<file path="config.mk">
export PLATFORM = sky130hd
export DESIGN_NAME = instr_encoder_flat
export DESIGN_NICKNAME = d
export VERILOG_FILES = /design/src/rtl/instr_encoder_if.sv /design/src/rtl/instr_encoder.sv /design/src/flat_wrapper.sv
export SDC_FILE = /design/constraint.sdc
export NUM_CORES = 1
export LEC_CHECK = 0
export CAP_MARGIN = 10
export CORE_ASPECT_RATIO = 0.8
export CORE_UTILIZATION = 40
export CTS_CLUSTER_SIZE = 25
export DETAILED_ROUTE_END_ITERATION = 8
export PLACE_DENSITY = 0.92
export REMOVE_ABC_BUFFERS = 1
export SYNTH_ARGS = -nofsm -noshare
export SYNTH_HDL_FRONTEND = slang
export SYNTH_SLANG_ARGS = --single-unit
</file>
<file path="constraint.sdc">
create_clock -name clk -period 2.6 [get_ports clk]
set_clock_uncertainty 0.2 [all_clocks]
set_input_delay 0.52 -clock clk [delete_from_list [all_inputs] [get_ports clk]]
set_output_delay 0.52 -clock clk [all_outputs]
set_load 0.01 [all_outputs]
</file>
<file path="src/rtl/instr_encoder_if.sv">
// Request and memory-write bus for instr_encoder. The host drives requests
// through the master modport; the encoder serves the slave modport.
interface instr_encoder_if;
  logic        req_valid;
  logic        req_ready;
  logic [1:0]  req_kind;
  logic [3:0]  req_cond;
  logic [3:0]  req_cmd;
  logic        req_imm;
  logic        req_s;
  logic        req_load;
  logic [3:0]  req_rn;
  logic [3:0]  req_rd;
  logic [23:0] req_operand;
  logic        req_last;
  logic        mem_we;
  logic [31:0] mem_adr;
  logic [31:0] mem_wd;

  modport master (
    output req_valid, req_kind, req_cond, req_cmd, req_imm, req_s, req_load,
           req_rn, req_rd, req_operand, req_last,
    input  req_ready, mem_we, mem_adr, mem_wd
  );

  modport slave (
    input  req_valid, req_kind, req_cond, req_cmd, req_imm, req_s, req_load,
           req_rn, req_rd, req_operand, req_last,
    output req_ready, mem_we, mem_adr, mem_wd
  );
endinterface

</file>
<file path="src/rtl/instr_encoder.sv">
// Program loader: encodes field-level requests into ARM words and writes them
// sequentially to memory, holding the core in reset until loading completes.
// Define INSTR_ENCODER_CHECKSUM_EN to build the XOR checksum of written words.
module instr_encoder #(
  parameter logic [31:0] BASE_ADDR = 32'h0000_0000,
  parameter int unsigned MAX_WORDS = 64
) (
  input  logic            clk,
  input  logic            reset,
  input  logic            start,
  instr_encoder_if.slave  bus,
  output logic            cpu_reset,
  output logic            done,
  output logic            err,
  output logic [31:0]     checksum
);
  localparam int unsigned    CW  = $clog2(MAX_WORDS + 1);
  localparam logic [CW-1:0]  CAP = CW'(MAX_WORDS);

  typedef enum logic [1:0] {IDLE, LOAD, DONE} state_e;

  state_e        state_q, state_d;
  logic [CW-1:0] count_q, count_d;
  logic          pend_q, pend_d;
  logic          err_q, err_d;
  logic          we_q, we_d;
  logic [31:0]   adr_q, adr_d;
  logic [31:0]   wd_q, wd_d;

  logic          ready;
  logic          xfer;
  logic          legal;
  logic          wr;
  logic          clear;
  logic [31:0]   word;

  always_comb begin
    word  = '0;
    legal = 1'b1;
    case (bus.req_kind)
      2'b00: begin
        word = {bus.req_cond, 2'b00, bus.req_imm, bus.req_cmd, bus.req_s,
                bus.req_rn, bus.req_rd, bus.req_operand[11:0]};
        case (bus.req_cmd)
          4'b0100, 4'b0010, 4'b0000, 4'b1100, 4'b0001: legal = 1'b1;
          default:                                     legal = 1'b0;
        endcase
      end
      2'b01: word = {bus.req_cond, 2'b01, ~bus.req_imm, 4'b1100, bus.req_load,
                     bus.req_rn, bus.req_rd, bus.req_operand[11:0]};
      2'b10: word = {bus.req_cond, 2'b10, 2'b10, bus.req_operand};
      default: legal = 1'b0;
    endcase
  end

  // pend_q marks an accepted req_last; it blocks further requests and forces
  // DONE on the next edge whether or not that request produced a write.
  assign ready = (state_q == LOAD) && (count_q < CAP) && !pend_q;
  assign xfer  = bus.req_valid && ready;
  assign wr    = xfer && legal;
  assign clear = start && (state_q != LOAD);

  always_comb begin
    state_d = state_q;
    count_d = count_q;
    pend_d  = pend_q;
    err_d   = err_q;
    we_d    = 1'b0;
    adr_d   = adr_q;
    wd_d    = wd_q;
    unique case (state_q)
      IDLE, DONE: begin
        if (start) begin
          state_d = LOAD;
          count_d = '0;
          pend_d  = 1'b0;
          err_d   = 1'b0;
        end
      end
      LOAD: begin
        if (pend_q) begin
          state_d = DONE;
          pend_d  = 1'b0;
        end else if (count_q == CAP) begin
          state_d = DONE;
          err_d   = 1'b1;
        end else if (xfer) begin
          if (legal) begin
            we_d    = 1'b1;
            adr_d   = BASE_ADDR + (32'(count_q) << 2);
            wd_d    = word;
            count_d = count_q + 1'b1;
          end else begin
            err_d = 1'b1;
          end
          if (bus.req_last) pend_d = 1'b1;
        end
      end
      default: state_d = IDLE;
    endcase
  end

  always_ff @(posedge clk or negedge reset) begin
    if (!reset) begin
      state_q <= IDLE;
      count_q <= '0;
      pend_q  <= 1'b0;
      err_q   <= 1'b0;
      we_q    <= 1'b0;
      adr_q   <= BASE_ADDR;
      wd_q    <= '0;
    end else begin
      state_q <= state_d;
      count_q <= count_d;
      pend_q  <= pend_d;
      err_q   <= err_d;
      we_q    <= we_d;
      adr_q   <= adr_d;
      wd_q    <= wd_d;
    end
  end

`ifdef INSTR_ENCODER_CHECKSUM_EN
  logic [31:0] chk_q;

  always_ff @(posedge clk or negedge reset) begin
    if (!reset)     chk_q <= '0;
    else if (clear) chk_q <= '0;
    else if (wr)    chk_q <= chk_q ^ word;
  end

  assign checksum = chk_q;
`else
  assign checksum = '0;
`endif

  assign bus.req_ready = ready;
  assign bus.mem_we    = we_q;
  assign bus.mem_adr   = adr_q;
  assign bus.mem_wd    = wd_q;
  assign cpu_reset     = (state_q != DONE);
  assign done          = (state_q == DONE);
  assign err           = err_q;
endmodule
</file>
<file path="src/flat_wrapper.sv">
// flat-port wrapper written by rule: the top's interface ports become plain ports
module instr_encoder_flat 
#(
  parameter logic [31:0] BASE_ADDR = 32'h0000_0000,
  parameter int unsigned MAX_WORDS = 64
)
  (clk, reset, start, cpu_reset, done, err, checksum, bus_req_valid, bus_req_kind, bus_req_cond, bus_req_cmd, bus_req_imm, bus_req_s, bus_req_load, bus_req_rn, bus_req_rd, bus_req_operand, bus_req_last, bus_req_ready, bus_mem_we, bus_mem_adr, bus_mem_wd);
  instr_encoder_if bus_i ();
  input  logic clk;
  input  logic reset;
  input  logic start;
  output logic cpu_reset;
  output logic done;
  output logic err;
  output logic [31:0] checksum;
  input wire logic [$bits(bus_i.req_valid)-1:0] bus_req_valid;
  input wire logic [$bits(bus_i.req_kind)-1:0] bus_req_kind;
  input wire logic [$bits(bus_i.req_cond)-1:0] bus_req_cond;
  input wire logic [$bits(bus_i.req_cmd)-1:0] bus_req_cmd;
  input wire logic [$bits(bus_i.req_imm)-1:0] bus_req_imm;
  input wire logic [$bits(bus_i.req_s)-1:0] bus_req_s;
  input wire logic [$bits(bus_i.req_load)-1:0] bus_req_load;
  input wire logic [$bits(bus_i.req_rn)-1:0] bus_req_rn;
  input wire logic [$bits(bus_i.req_rd)-1:0] bus_req_rd;
  input wire logic [$bits(bus_i.req_operand)-1:0] bus_req_operand;
  input wire logic [$bits(bus_i.req_last)-1:0] bus_req_last;
  output wire logic [$bits(bus_i.req_ready)-1:0] bus_req_ready;
  output wire logic [$bits(bus_i.mem_we)-1:0] bus_mem_we;
  output wire logic [$bits(bus_i.mem_adr)-1:0] bus_mem_adr;
  output wire logic [$bits(bus_i.mem_wd)-1:0] bus_mem_wd;
  assign bus_i.req_valid = bus_req_valid;
  assign bus_i.req_kind = bus_req_kind;
  assign bus_i.req_cond = bus_req_cond;
  assign bus_i.req_cmd = bus_req_cmd;
  assign bus_i.req_imm = bus_req_imm;
  assign bus_i.req_s = bus_req_s;
  assign bus_i.req_load = bus_req_load;
  assign bus_i.req_rn = bus_req_rn;
  assign bus_i.req_rd = bus_req_rd;
  assign bus_i.req_operand = bus_req_operand;
  assign bus_i.req_last = bus_req_last;
  assign bus_req_ready = bus_i.req_ready;
  assign bus_mem_we = bus_i.mem_we;
  assign bus_mem_adr = bus_i.mem_adr;
  assign bus_mem_wd = bus_i.mem_wd;
  instr_encoder #(.BASE_ADDR(BASE_ADDR), .MAX_WORDS(MAX_WORDS)) u_core (.clk(clk), .reset(reset), .start(start), .bus(bus_i), .cpu_reset(cpu_reset), .done(done), .err(err), .checksum(checksum));
endmodule
</file>
==> results.sh, run 1 <==
export IMPL_fillers=598
export IMPL_end_kind="flop"
export IMPL_worst_pin_slew_ps=655.9
export IMPL_cp_data_required_time_ps=2620
export IMPL_coreArea_um2=6993
export IMPL_relSlewSlack_pct=56.23
export IMPL_power_density_nw_per_um2=801.5
export IMPL_clk_pin_slew_ps=90
export IMPL_dr_pass1_iters=6
export IMPL_drv_slew=0
export IMPL_clkSinkCount=51
export IMPL_grt_max_degree=36
export IMPL_hp_class="in2async"
export IMPL_max_freq_mhz=396.7
export IMPL_grt_pass1_vias=2209
export IMPL_crit_fanout=6
export IMPL_syn_avg_cell_area_um2=10.49
export IMPL_drt_iter0_markers=110
export IMPL_cts_buffers_inserted=5
export IMPL_synth_flop_cell="dfrtp_1"
export IMPL_min_period_over_period_pct=96.96
export IMPL_setup_viol=0
export IMPL_peakVddDrop_v=0.0003972
export IMPL_status="finished with violations"
export IMPL_multi_input_area_um2=1338
export IMPL_place_inst=460
export IMPL_root_buffer="clkbuf_8"
export IMPL_synth_warnings=0
export IMPL_htreeDepth=2
export IMPL_fin_crit_ps=2521
export IMPL_p_leak_nw=1.804
export IMPL_portBuffers=93
export IMPL_antenna_found_initial=0
export IMPL_ys_ff_latch=51
export IMPL_io_pins=151
export IMPL_dp_hpwl_mm=4.772
export IMPL_cp_start_kind="input pin"
export IMPL_row_count=27
export IMPL_grt_overflow_total=0
export IMPL_area_growth_pct=34.98
export IMPL_diodes=0
export IMPL_drc=20
export IMPL_hold_viol=0
export IMPL_clk_insertion_delay_late_ps=290
export IMPL_ys_types=43
export IMPL_synth_seq_area_share_pct=43.46
export IMPL_fin_tns_setup_ps=0
export IMPL_start_util_pct=41.99
export IMPL_synth_edf_count=0
export IMPL_cts_buffer_depth=2
export IMPL_syn_inst=280
export IMPL_drt_vias_per_instance=4.776
export IMPL_finalNonFillerCells=468
export IMPL_wl_per_cell_um=13.50
export IMPL_synth_area_um2=2937
export IMPL_grt_first_pass_wirelength_mm=10.27
export IMPL_place_gp_congestion=0.7504
export IMPL_drive_gt1_share_pct=9.711
export IMPL_critPathKind="in2reg"
export IMPL_violations="design-rule violations"
export IMPL_ant_nets=0
export IMPL_maxCapViolCount=0
export IMPL_regArea_um2=1276
export IMPL_nets=438
export IMPL_drt_wl_total_mm=6.320
export IMPL_dieArea_um2=7690
export IMPL_die_width_um=97.80
export IMPL_fp_dieH_um=78.64
export IMPL_post_dp_cell_area_um2=3854
export IMPL_vias=2235
export IMPL_ys_async_sr_fraction_pct=100.0
export IMPL_grtUsageTotal_pct=16.60
export IMPL_cts_tree="done"
export IMPL_critPathArrivalTime_ps=2540
export IMPL_fin_area_um2=3964
-- timing repair --
action	in CTS	in global routing
hold buffers	0	0
buffers inserted	0	0
setup endpoints to repair	1	6
endpoints found under the hold margin	0	0
resized for setup	1	1
-- worst max-delay path, stage by stage --
cell             delay, ps
clkdlybuf4s50_1        460
inv_1                  140
ha_1                   210
nor4b_2                300
a311oi_4               100
buf_6                  160
or4_1                  490
a21boi_1               160
-- worst paths after layout --
kind                            slack (ps)                              start                                 to  depth (start not counted)
max in group asynchronous             1620                              reset      u_core.count_q[0]$_DFFE_PN0P_                          2
worst max-delay path                    80                    bus_req_kind[0]      u_core.count_q[4]$_DFFE_PN0P_                          8
worst max register to register         500      u_core.state_q[1]$_DFFE_PN0P_  u_core.bus.mem_adr[4]$_DFFE_PN0P_                          6
worst min-delay path                    20                              reset  u_core.bus.mem_wd[28]$_DFFE_PN0P_                          1
worst min register to register         290  u_core.bus.mem_wd[17]$_DFFE_PN0P_  u_core.bus.mem_wd[17]$_DFFE_PN0P_                          1
min in group clk                       290  u_core.bus.mem_wd[17]$_DFFE_PN0P_  u_core.bus.mem_wd[17]$_DFFE_PN0P_                          1
-- report_power, final --
part / internal [mW] / total [mW] / switching, mW
sequential: 1.06 / 1.25 / 0.193
clock: 0.243 / 0.504 / 0.261
combinational: 0.800 / 1.42 / 0.623
-- per-layer routing --
metal	routed length [um]	share of wire (%)	vias up	track usage, %
met5	0	0	-	0
met4	22	0.35	0	2.727
met3	509	8.1	2	4.720
met2	3133	50	107	29.65
met1	2655	42	1057	20.24
li1	-	-	1069	-
-- sequential cells by signal, indices dropped and copies added (netlist names) --
signal              count
u_core.state_q          2
u_core.bus.mem_wd      32
u_core.bus.mem_we       1
u_core.err              1
u_core.pend_q           1
u_core.bus.mem_adr      7
u_core.count_q          7
-- area by class of cell --
class / instances / area share (%)
Timing Repair Buffer: 110 / 27.94
Tap cell: 87 / 2.746
Multi-Input combinational cell: 204 / 33.74
Sequential cell: 51 / 32.20
Inverter: 8 / 0.7576
Clock inverter: 1 / 0.1894
Clock buffer: 7 / 2.431
-- stage by stage --
stage	setup WS, ps	power, mW	hold WS [ps]	utilization, %
2_1_floorplan	-459.7	1.880	24.41	-
3_3_place_gp	-191.0	2.628	265.7	55.11
3_5_place_dp	-328.0	2.686	275.5	55.11
4_1_cts	41.15	3.207	34.96	56.63
5_1_grt	-0.6293	3.400	49.59	56.68
6_report	78.94	3.177	21.28	56.68
-- cell usage in the layout, fill, tap and decap left out, types with 3 or more instances in the layout --
master,Yosys,routed
clkdlybuf4s50_1,0,92
clkbuf_8,0,7
nor4_1,3,3
nand3_1,3,3
conb_1,1,57
buf_4,57,12
mux2_1,16,16
nor2_1,4,3
inv_1,8,8
a22o_1,10,10
o31ai_1,20,20
nand2b_1,4,4
o21ai_0,18,18
mux2i_1,4,4
dfrtp_1,51,51
mux2_2,5,5
nor3_1,3,3
buf_12,0,4
ha_1,8,8
nand2_1,21,21
-- Yosys cell counts, types with 2 or more instances --
cell type  instances  area share (%)
a21boi_1           2            0.51
a21oi_1            2            0.34
a22o_1            10             3.0
and2_1             2            0.43
buf_2              2            0.34
buf_4             57              15
buf_6              2            0.77
clkbuf_1          11             1.4
dfrtp_1           51              43
ha_1               8             3.4
inv_1              8             1.0
mux2_1            16             6.1
mux2_2             5             1.9
mux2i_1            4             1.4
nand2_1           21             2.7
nand2b_1           4            0.85
nand3_1            3            0.51
nand3b_1           2            0.51
nor2_1             4            0.51
nor2b_1            2            0.43
nor3_1             3            0.51
nor4_1             3            0.64
o21ai_0           18             3.1
o31ai_1           20             5.1
or4_1              2            0.51
-- kinds of logic after synthesis --
family | Yosys count | synth area share, %
other | 1 | 0.1277
multiplexers | 25 | 9.416
AND/OR/NAND/NOR | 52 | 9.927
flip-flops | 51 | 43.46
adder cells (fa/ha/maj) | 8 | 3.409
AO/OA/AOI/OAI | 62 | 15.42
buffers and inverters | 81 | 18.24
Power figures use the tool's default switching activity.
==> run 2: changes to the inputs <==
CTS_CLUSTER_DIAMETER = 40   (was not set)
PLACE_DENSITY = 0.81   (was 0.92)
==> results.sh, run 2 (synthesis gave the netlist of run 1 again) <==
export IMPL_rr_worst_depth=6
export IMPL_cp_start_kind="flop"
export IMPL_post_dp_cell_area_um2=3891
export IMPL_fin_area_um2=4030
export IMPL_grt_first_pass_wirelength_mm=10.26
export IMPL_grt_overflow_total=0
export IMPL_path_cells="nor4b_4 > clkdlybuf4s50_1"
export IMPL_clk_insertion_delay_late_ps=300
export IMPL_dieArea_um2=7690
export IMPL_power_mw=3.254
export IMPL_fin_crit_ps=2450
export IMPL_min_period_over_period_pct=94.23
export IMPL_dp_hpwl_mm=4.825
export IMPL_cp_buffers_inverters=1
export IMPL_row_count=27
export IMPL_layout_setup_ws_ps=150.1
export IMPL_io_pins=151
export IMPL_grt_max_degree=52
export IMPL_diodes=0
export IMPL_peakVddDrop_v=0.0003565
export IMPL_finalNonFillerCells=474
export IMPL_rrSetupSlack_ps=520
export IMPL_drt_wl_total_mm=6.329
export IMPL_critPathArrivalTime_ps=1730
export IMPL_area_growth_pct=37.24
export IMPL_violations="design-rule violations"
export IMPL_ant_nets=0
export IMPL_grtUsageTotal_pct=16.84
export IMPL_p_leak_nw=1.845
export IMPL_drv_slew=0
export IMPL_max_freq_mhz=408.2
export IMPL_drt_iter0_markers=126
export IMPL_end_kind="output pin"
export IMPL_htreeDepth=2
export IMPL_critPathKind="reg2out"
export IMPL_hold_viol=0
export IMPL_root_buffer="clkbuf_8"
export IMPL_path_depth=2
export IMPL_pre_cts_ws_ps=-306.0
export IMPL_nets=444
export IMPL_final_cell_mix="clkdlybuf4s50_1, conb_1, dfrtp_1, nand2_1, o31ai_1"
export IMPL_dr_pass1_iters=6
export IMPL_cp_slowest_cell="clkdlybuf4s50_1"
export IMPL_status="finished with violations"
export IMPL_final_common_cell="clkdlybuf4s50_1"
export IMPL_crit_fanout=5
export IMPL_clkSinkCount=51
export IMPL_wl_per_cell_um=13.35
export IMPL_drc=20
export IMPL_crit_family="buffers and inverters"
export IMPL_fp_dieH_um=78.64
export IMPL_largest_reg_flops=32
export IMPL_antenna_found_initial=0
export IMPL_worst_pin_slew_ps=617.5
export IMPL_hold_depth=1
export IMPL_cts_buffers_inserted=5
export IMPL_vias=2285
export IMPL_cts_buffer_depth=2
export IMPL_power_density_nw_per_um2=807.5
export IMPL_hp_class="reg2reg"
export IMPL_fin_tns_setup_ps=0
export IMPL_drive_gt1_share_pct=10.85
export IMPL_final_util_pct=57.63
export IMPL_relSlewSlack_pct=58.79
export IMPL_maxCapViolCount=0
export IMPL_place_inst=465
export IMPL_cts_tree="done"
export IMPL_holdWs_ps=293.3
export IMPL_start_util_pct=41.99
export IMPL_cp_data_required_time_ps=1880
export IMPL_portBuffers=93
export IMPL_place_gp_congestion=0.8211
export IMPL_drt_vias_per_instance=4.821
export IMPL_die_width_um=97.80
export IMPL_grt_pass1_vias=2188
export IMPL_clk_pin_slew_ps=90
export IMPL_coreArea_um2=6993
export IMPL_setup_viol=0
export IMPL_cpPeakStageDelay_ps=590
run 2: cell count changes in the layout (fill, tap and decap cells not counted), sizes merged:
cell         before  now
bufinv            0    1
buf              18   23
dlygate4sd3       0    1
clkinv            0    1
clkbuf            7    6
clkinvlp          1    0
run 2: timing repair:
item / in CTS / in global routing
hold buffers: 0 / 1
endpoints found under the setup margin: 0 / 19
hold endpoints to repair: 0 / 10
buffers inserted: 0 / 0
resized for setup: 0 / 2
run 2: worst register-to-register path: stages, from the launching register on:
cell,delay (ps)
dfrtp_1,470
nor4b_4,360
nand3b_1,120
buf_4,170
nor2_4,150
buf_12,160
mux2_2,340
run 2: layer usage:
| layer | GRT usage [%] | vias to the layer above | part of all wire [%] |
|---|---|---|---|
| met5 | 0 | - | 0 |
| li1 | - | 1082 | - |
| met2 | 29.79 | 101 | 49 |
| met3 | 4.898 | 7 | 7.9 |
| met4 | 4.545 | 0 | 0.98 |
| met1 | 20.03 | 1095 | 42 |
run 2: power by group:
part           internal, mW  total (mW)  switching (mW)  leakage (nW)
sequential             1.06        1.25           0.188         0.665
clock                 0.312       0.577           0.265        0.0612
combinational         0.811        1.43           0.621          1.12
run 2: final timing paths:
check,startpoint,endpoint
hold / removal,u_core.bus.mem_wd[17]$_DFFE_PN0P_,u_core.bus.mem_wd[17]$_DFFE_PN0P_
setup / recovery,u_core.state_q[1]$_DFFE_PN0P_,bus_req_ready
min in group asynchronous,reset,u_core.state_q[1]$_DFFE_PN0P_
setup reg to reg,u_core.state_q[1]$_DFFE_PN0P_,u_core.bus.mem_wd[13]$_DFFE_PN0P_
max in group asynchronous,reset,u_core.count_q[3]$_DFFE_PN0P_
hold reg to reg,u_core.bus.mem_wd[17]$_DFFE_PN0P_,u_core.bus.mem_wd[17]$_DFFE_PN0P_
run 2: layout make-up:
cell class                      instances  area, um2
Fill cell                             622       2963
Multi-Input combinational cell        204       1346
Sequential cell                        51       1276
Timing Repair Buffer                  116       1151
Tap cell                               87      108.9
Clock buffer                            6      82.58
Clock inverter                          2      35.03
Inverter                                8      30.03
==> patch 1, RTL diff (config.mk and constraints of run 1) <==
`MAX_WORDS` is set to 64 in 2 places; all go to 32.
--- a/src/rtl/instr_encoder.sv
+++ b/src/rtl/instr_encoder.sv
@@ -3,7 +3,7 @@
 // Define INSTR_ENCODER_CHECKSUM_EN to build the XOR checksum of written words.
 module instr_encoder #(
   parameter logic [31:0] BASE_ADDR = 32'h0000_0000,
-  parameter int unsigned MAX_WORDS = 64
+  parameter int unsigned MAX_WORDS = 32
 ) (
   input  logic            clk,
   input  logic            reset,
--- a/src/flat_wrapper.sv
+++ b/src/flat_wrapper.sv
@@ -2,7 +2,7 @@
 module instr_encoder_flat 
 #(
   parameter logic [31:0] BASE_ADDR = 32'h0000_0000,
-  parameter int unsigned MAX_WORDS = 64
+  parameter int unsigned MAX_WORDS = 32
 )
   (clk, reset, start, cpu_reset, done, err, checksum, bus_req_valid, bus_req_kind, bus_req_cond, bus_req_cmd, bus_req_imm, bus_req_s, bus_req_load, bus_req_rn, bus_req_rd, bus_req_operand, bus_req_last, bus_req_ready, bus_mem_we, bus_mem_adr, bus_mem_wd);
   instr_encoder_if bus_i ();
Check against the original RTL: same outputs for any inputs over 4 cycles, from zero or initial values and one cycle with reset low; that may be too few to reach the edited logic, so the function may still have changed.
==> patch 1 against run 1 <==
  * The flow still finishes with violations (design-rule violations)
  * Wire length is 3.9% lower
  * Utilization is 0.45 points lower
  * Synthesized area hardly changed
  * First-iteration DRC count is 44% lower
  * Power is 0.82% higher
  * Sequential cell count is 2 lower
  * Setup slack better by 0.043 ns
  * Cell area is 0.79% lower
  * Largest cell class unchanged
==> patch 1: results (changes against run 1) <==
fraction of power spent switching nets=0.3193 (-0.01973); Netlist cell types=41 (-4.7%); DRC=10 (-50%); worst voltage drop across the vdd grid=365.6 uV (-7.9%); largest net degree at the start of global routing=26 (-28%); Via density=4.542 (-4.9%); quantity of I/O buffers inserted on ports=92 (-1.1%); global placement routability congestion=0.8333 (+11%); critical path arrival=2.50 ns (-0.04 ns); post-synthesis average cell area=11.07 um2 (+5.6%); met1 WL=2.528 mm (-4.8%); detailed-placement wirelength estimate=4.852 mm (+1.7%); net count of the finished layout=427 (-2.5%); main area contributors after synthesis=sky130_fd_sc_hd__dfrtp_1, sky130_fd_sc_hd__buf_4, sky130_fd_sc_hd__mux2_4; fraction of area in multi-input gates=0.3325 (-0.004952); worst-path maximum fanout=12 (+6); layout-stage area growth over the synthesis result=34.03%; portion of total power attributed to the clock network=0.168 (+0.009); CP top delay family=buffers and inverters; non-clock buffer share of cell area=0.2768 (-0.002551); run status=complete, but fails checks; Total GRT Usage=0.1652 (-0.0008125); final routed wirelength across all metal layers=6.074 mm (-3.9%); number of non-clock inverters=25 (+17); first-pass GRT wire length=10.18 mm (-0.81%); standby leakage power=0.002031 uW (+13%); met2 global-route usage=0.3170 (+0.02057); fraction of final layout cells with drive strength greater than 1=0.1382 (+0.04110); failing checks=design-rule violations; global routing usage on met3=0.04007 (-0.007124)
-- patch 1: cell families (layout without fill, tap and decap cells) --
logic type | count (synthesis) | after routing | synth area share
compound gates | 27 | 27 | 0.07463
fa+ha+maj | 8 | 8 | 0.03412
buf+inv | 93 | 140 | 0.2132
flops | 49 | 49 | 0.4179
mux | 40 | 40 | 0.1693
other cells | 1 | 58 | 0.001278
simple gates | 47 | 47 | 0.08955
-- patch 1: final timing paths --
check	start	endpoint	slack, ns	cells past startpoint
worst max-delay path	bus_req_kind[0]	u_core.bus.mem_wd[1]	0.12	9
worst max register to register	u_core.state_q[1]	u_core.bus.mem_wd[1]	0.62	6
min in group clk	u_core.bus.mem_adr[7]	u_core.bus.mem_adr[7]	0.31	1
max in group asynchronous	reset	u_core.bus.mem_adr[4]	1.63	2
worst min register to register	u_core.bus.mem_adr[7]	u_core.bus.mem_adr[7]	0.31	1
worst min-delay path	reset	u_core.bus.mem_wd[8]	0.02	1
==> patch 2, RTL diff (settings of run 1) <==
Made on the original files. Take the reset off `wd_q` and load it in a clocked block of its own.
--- a/src/rtl/instr_encoder.sv
+++ b/src/rtl/instr_encoder.sv
@@ -108,7 +108,6 @@
       err_q   <= 1'b0;
       we_q    <= 1'b0;
       adr_q   <= BASE_ADDR;
-      wd_q    <= '0;
     end else begin
       state_q <= state_d;
       count_q <= count_d;
@@ -116,8 +115,11 @@
       err_q   <= err_d;
       we_q    <= we_d;
       adr_q   <= adr_d;
-      wd_q    <= wd_d;
     end
+  end
+
+  always_ff @(posedge clk) begin
+    wd_q <= wd_d;
   end
 
 `ifdef INSTR_ENCODER_CHECKSUM_EN
Behaviour: differs if reset is asserted again (counterexample within 4 cycles, from zero or initial values and one cycle with reset low); with reset held inactive, the same outputs for 4 cycles.
==> patch 2 against run 1 <==
  * Largest power group is now registers
  * First-iteration DRC count fell by 53%
  * Synthesized area is 5.7% lower
  * Sequential cell count unchanged
  * Setup slack better by 0.048 ns
  * Wire length down 7.6%
  * Sequential power fell by 10%
  * Highest routed layer unchanged
  * Power decreased by 22%
  * Die area fell by 5.6%
  * Critical path type unchanged
  * Largest cell class is now registers
  * Critical endpoint is now u_core.count_q[1]
  * Sequential share of layout area is 5.6 points higher
  * Register-to-register slack improved by 0.15 ns
  * Cell area decreased by 4.2%
  * Hold slack improved by 0.28 ns
  * Global-route usage shrank 0.92 points
==> patch 2: results (changes against run 1) <==
detailed-routing iteration count for the pre-antenna-repair pass=5 (-1); Via density=4.619 (-3.3%); main area contributors after synthesis=sky130_fd_sc_hd__edfxtp_1, sky130_fd_sc_hd__dfrtp_1, sky130_fd_sc_hd__buf_4; tightest hold margin=0.3005 ns (+0.2792 ns); minimum setup slack after placement=-0.1742 ns (+0.1538 ns); cell with the biggest individual delay on the critical path=sky130_fd_sc_hd__clkdlybuf4s50_1; CP top delay family=buffers and inverters; met2 global-route usage=0.2727 (-0.02379); sequential-to-total area share from yosys stat=0.5188 (+0.08416); run status=completed; post-synthesis average cell area=11.68 um2 (+11%); number of global-route vias before repair=1858 (-16%); met1 layer usage reported by global route=0.1960 (-0.006345); most frequent cells after synthesis=sky130_fd_sc_hd__buf_4, sky130_fd_sc_hd__edfxtp_1, sky130_fd_sc_hd__dfrtp_1, sky130_fd_sc_hd__nor2_1, sky130_fd_sc_hd__and2_1; portion of total power attributed to the clock network=0.224 (+0.065); CTS root buffer=sky130_fd_sc_hd__clkbuf_8; # fillers=547 (-8.5%); net count of the finished layout=403 (-8.0%); Hold/Removal Path Class=reg2reg; first-pass GRT wire length=8.921 mm (-13%); clock slew at reported path FFs=0.09 ns (about the same); met3 routed WL=578 um (+14%); vias after detailed routing=1986 (-11%); H-tree depth reported by CTS=2 (unchanged); fraction of registers with async set or reset after synthesis=0.3725 (-0.6275); fin worst setup slack=0.1268 ns (+0.04785 ns); part of the total power dissipated in sequential elements=0.450 (+0.056); fraction of final layout cells with drive strength greater than 1=0.1214 (+0.02427); total cell area at the placement stage=0.003675 mm2 (-4.6%); met1 WL=2.298 mm (-13%); cell depth of the worst flop-to-flop path=5 (-1); global routing usage on met3=0.03693 (-0.01027); routed wl met2=2.946 mm (-6.0%); Netlist cell types=43 (unchanged); Post-synth EDFFs=32 (+32); largest net degree at the start of global routing=33 (-8.3%); drt first-iter violations=52 (-53%); final routed wirelength across all metal layers=5.839 mm (-7.6%); worst-path maximum fanout=12 (+6); quantity of I/O buffers inserted on ports=93 (unchanged); count of synthesis-stage warnings from yosys=0 (unchanged); global placement routability congestion=0.8807 (+17%); capturing element of the worst setup path=u_core.count_q[1]; hold path startpoint=u_core.bus.mem_adr[8]; Total GRT Usage=0.1568 (-0.009231); fraction of power spent switching nets=0.2966 (-0.04246); critical path arrival=2.46 ns (-0.08 ns); reg-to-reg endpoint=u_core.bus.mem_wd[31]; flop2flop setup slack=0.65 ns (+0.15 ns); worst voltage drop across the vdd grid=440.0 uV (+11%); power in the clock group=557 uW (+11%); Placed Cells=422 (-8.3%); standby leakage power=0.001639 uW (-9.1%); beginning of the worst register-to-register path=u_core.pend_q; detailed-placement wirelength estimate=4.538 mm (-4.9%); total area of multi-input combinational cells=0.001023 mm2 (-23%)
==> patch 2: cell types whose count changed after synthesis, sizes merged, moves of 6 or more <==
cell / run 1 / this run
edfxtp: 0 / 32
a22oi: 1 / 11
mux2: 21 / 7
o31ai: 20 / 4
dfrtp: 51 / 19
clkbuf: 11 / 5
a22o: 10 / 0
and2: 2 / 17
nor2: 5 / 19
o21ai: 19 / 4
nand2: 21 / 4
==> patch 2: what timing repair did <==
action / CTS / global route
gates resized for setup: 0 / 2
buffers inserted: 0 / 0
setup endpoints to repair: 0 / 8
==> patch 2: worst register-to-register path, cell delays in order (launching register included) <==
cell and delay (ns):
sky130_fd_sc_hd__dfrtp_1 0.42, sky130_fd_sc_hd__nor3b_2 0.21, sky130_fd_sc_hd__nand3b_1 0.14, sky130_fd_sc_hd__or3_1 0.35, sky130_fd_sc_hd__inv_1 0.11, sky130_fd_sc_hd__buf_12 0.20
==> patch 2: layout make-up <==
class	count	area share
Sequential cell	51	0.3784
Timing Repair Buffer	111	0.2848
Multi-Input combinational cell	167	0.2696
Tap cell	84	0.02769
Clock buffer	5	0.01813
Clock inverter	3	0.01252
Inverter	9	0.008899
==> patch 2: cell families (layout without fill, tap and decap cells) <==
| logic type | count (synthesis) | count (layout) | synth area share |
|---|---|---|---|
| multiplexers | 10 | 10 | 0.04474 |
| other | 1 | 57 | 0.001354 |
| AND/OR/NAND/NOR | 65 | 65 | 0.1387 |
| AO/OA/AOI/OAI | 27 | 27 | 0.07185 |
| adder cells (fa/ha/maj) | 8 | 8 | 0.03615 |
| flip-flops | 51 | 51 | 0.5188 |
| buffers and inverters | 75 | 128 | 0.1884 |
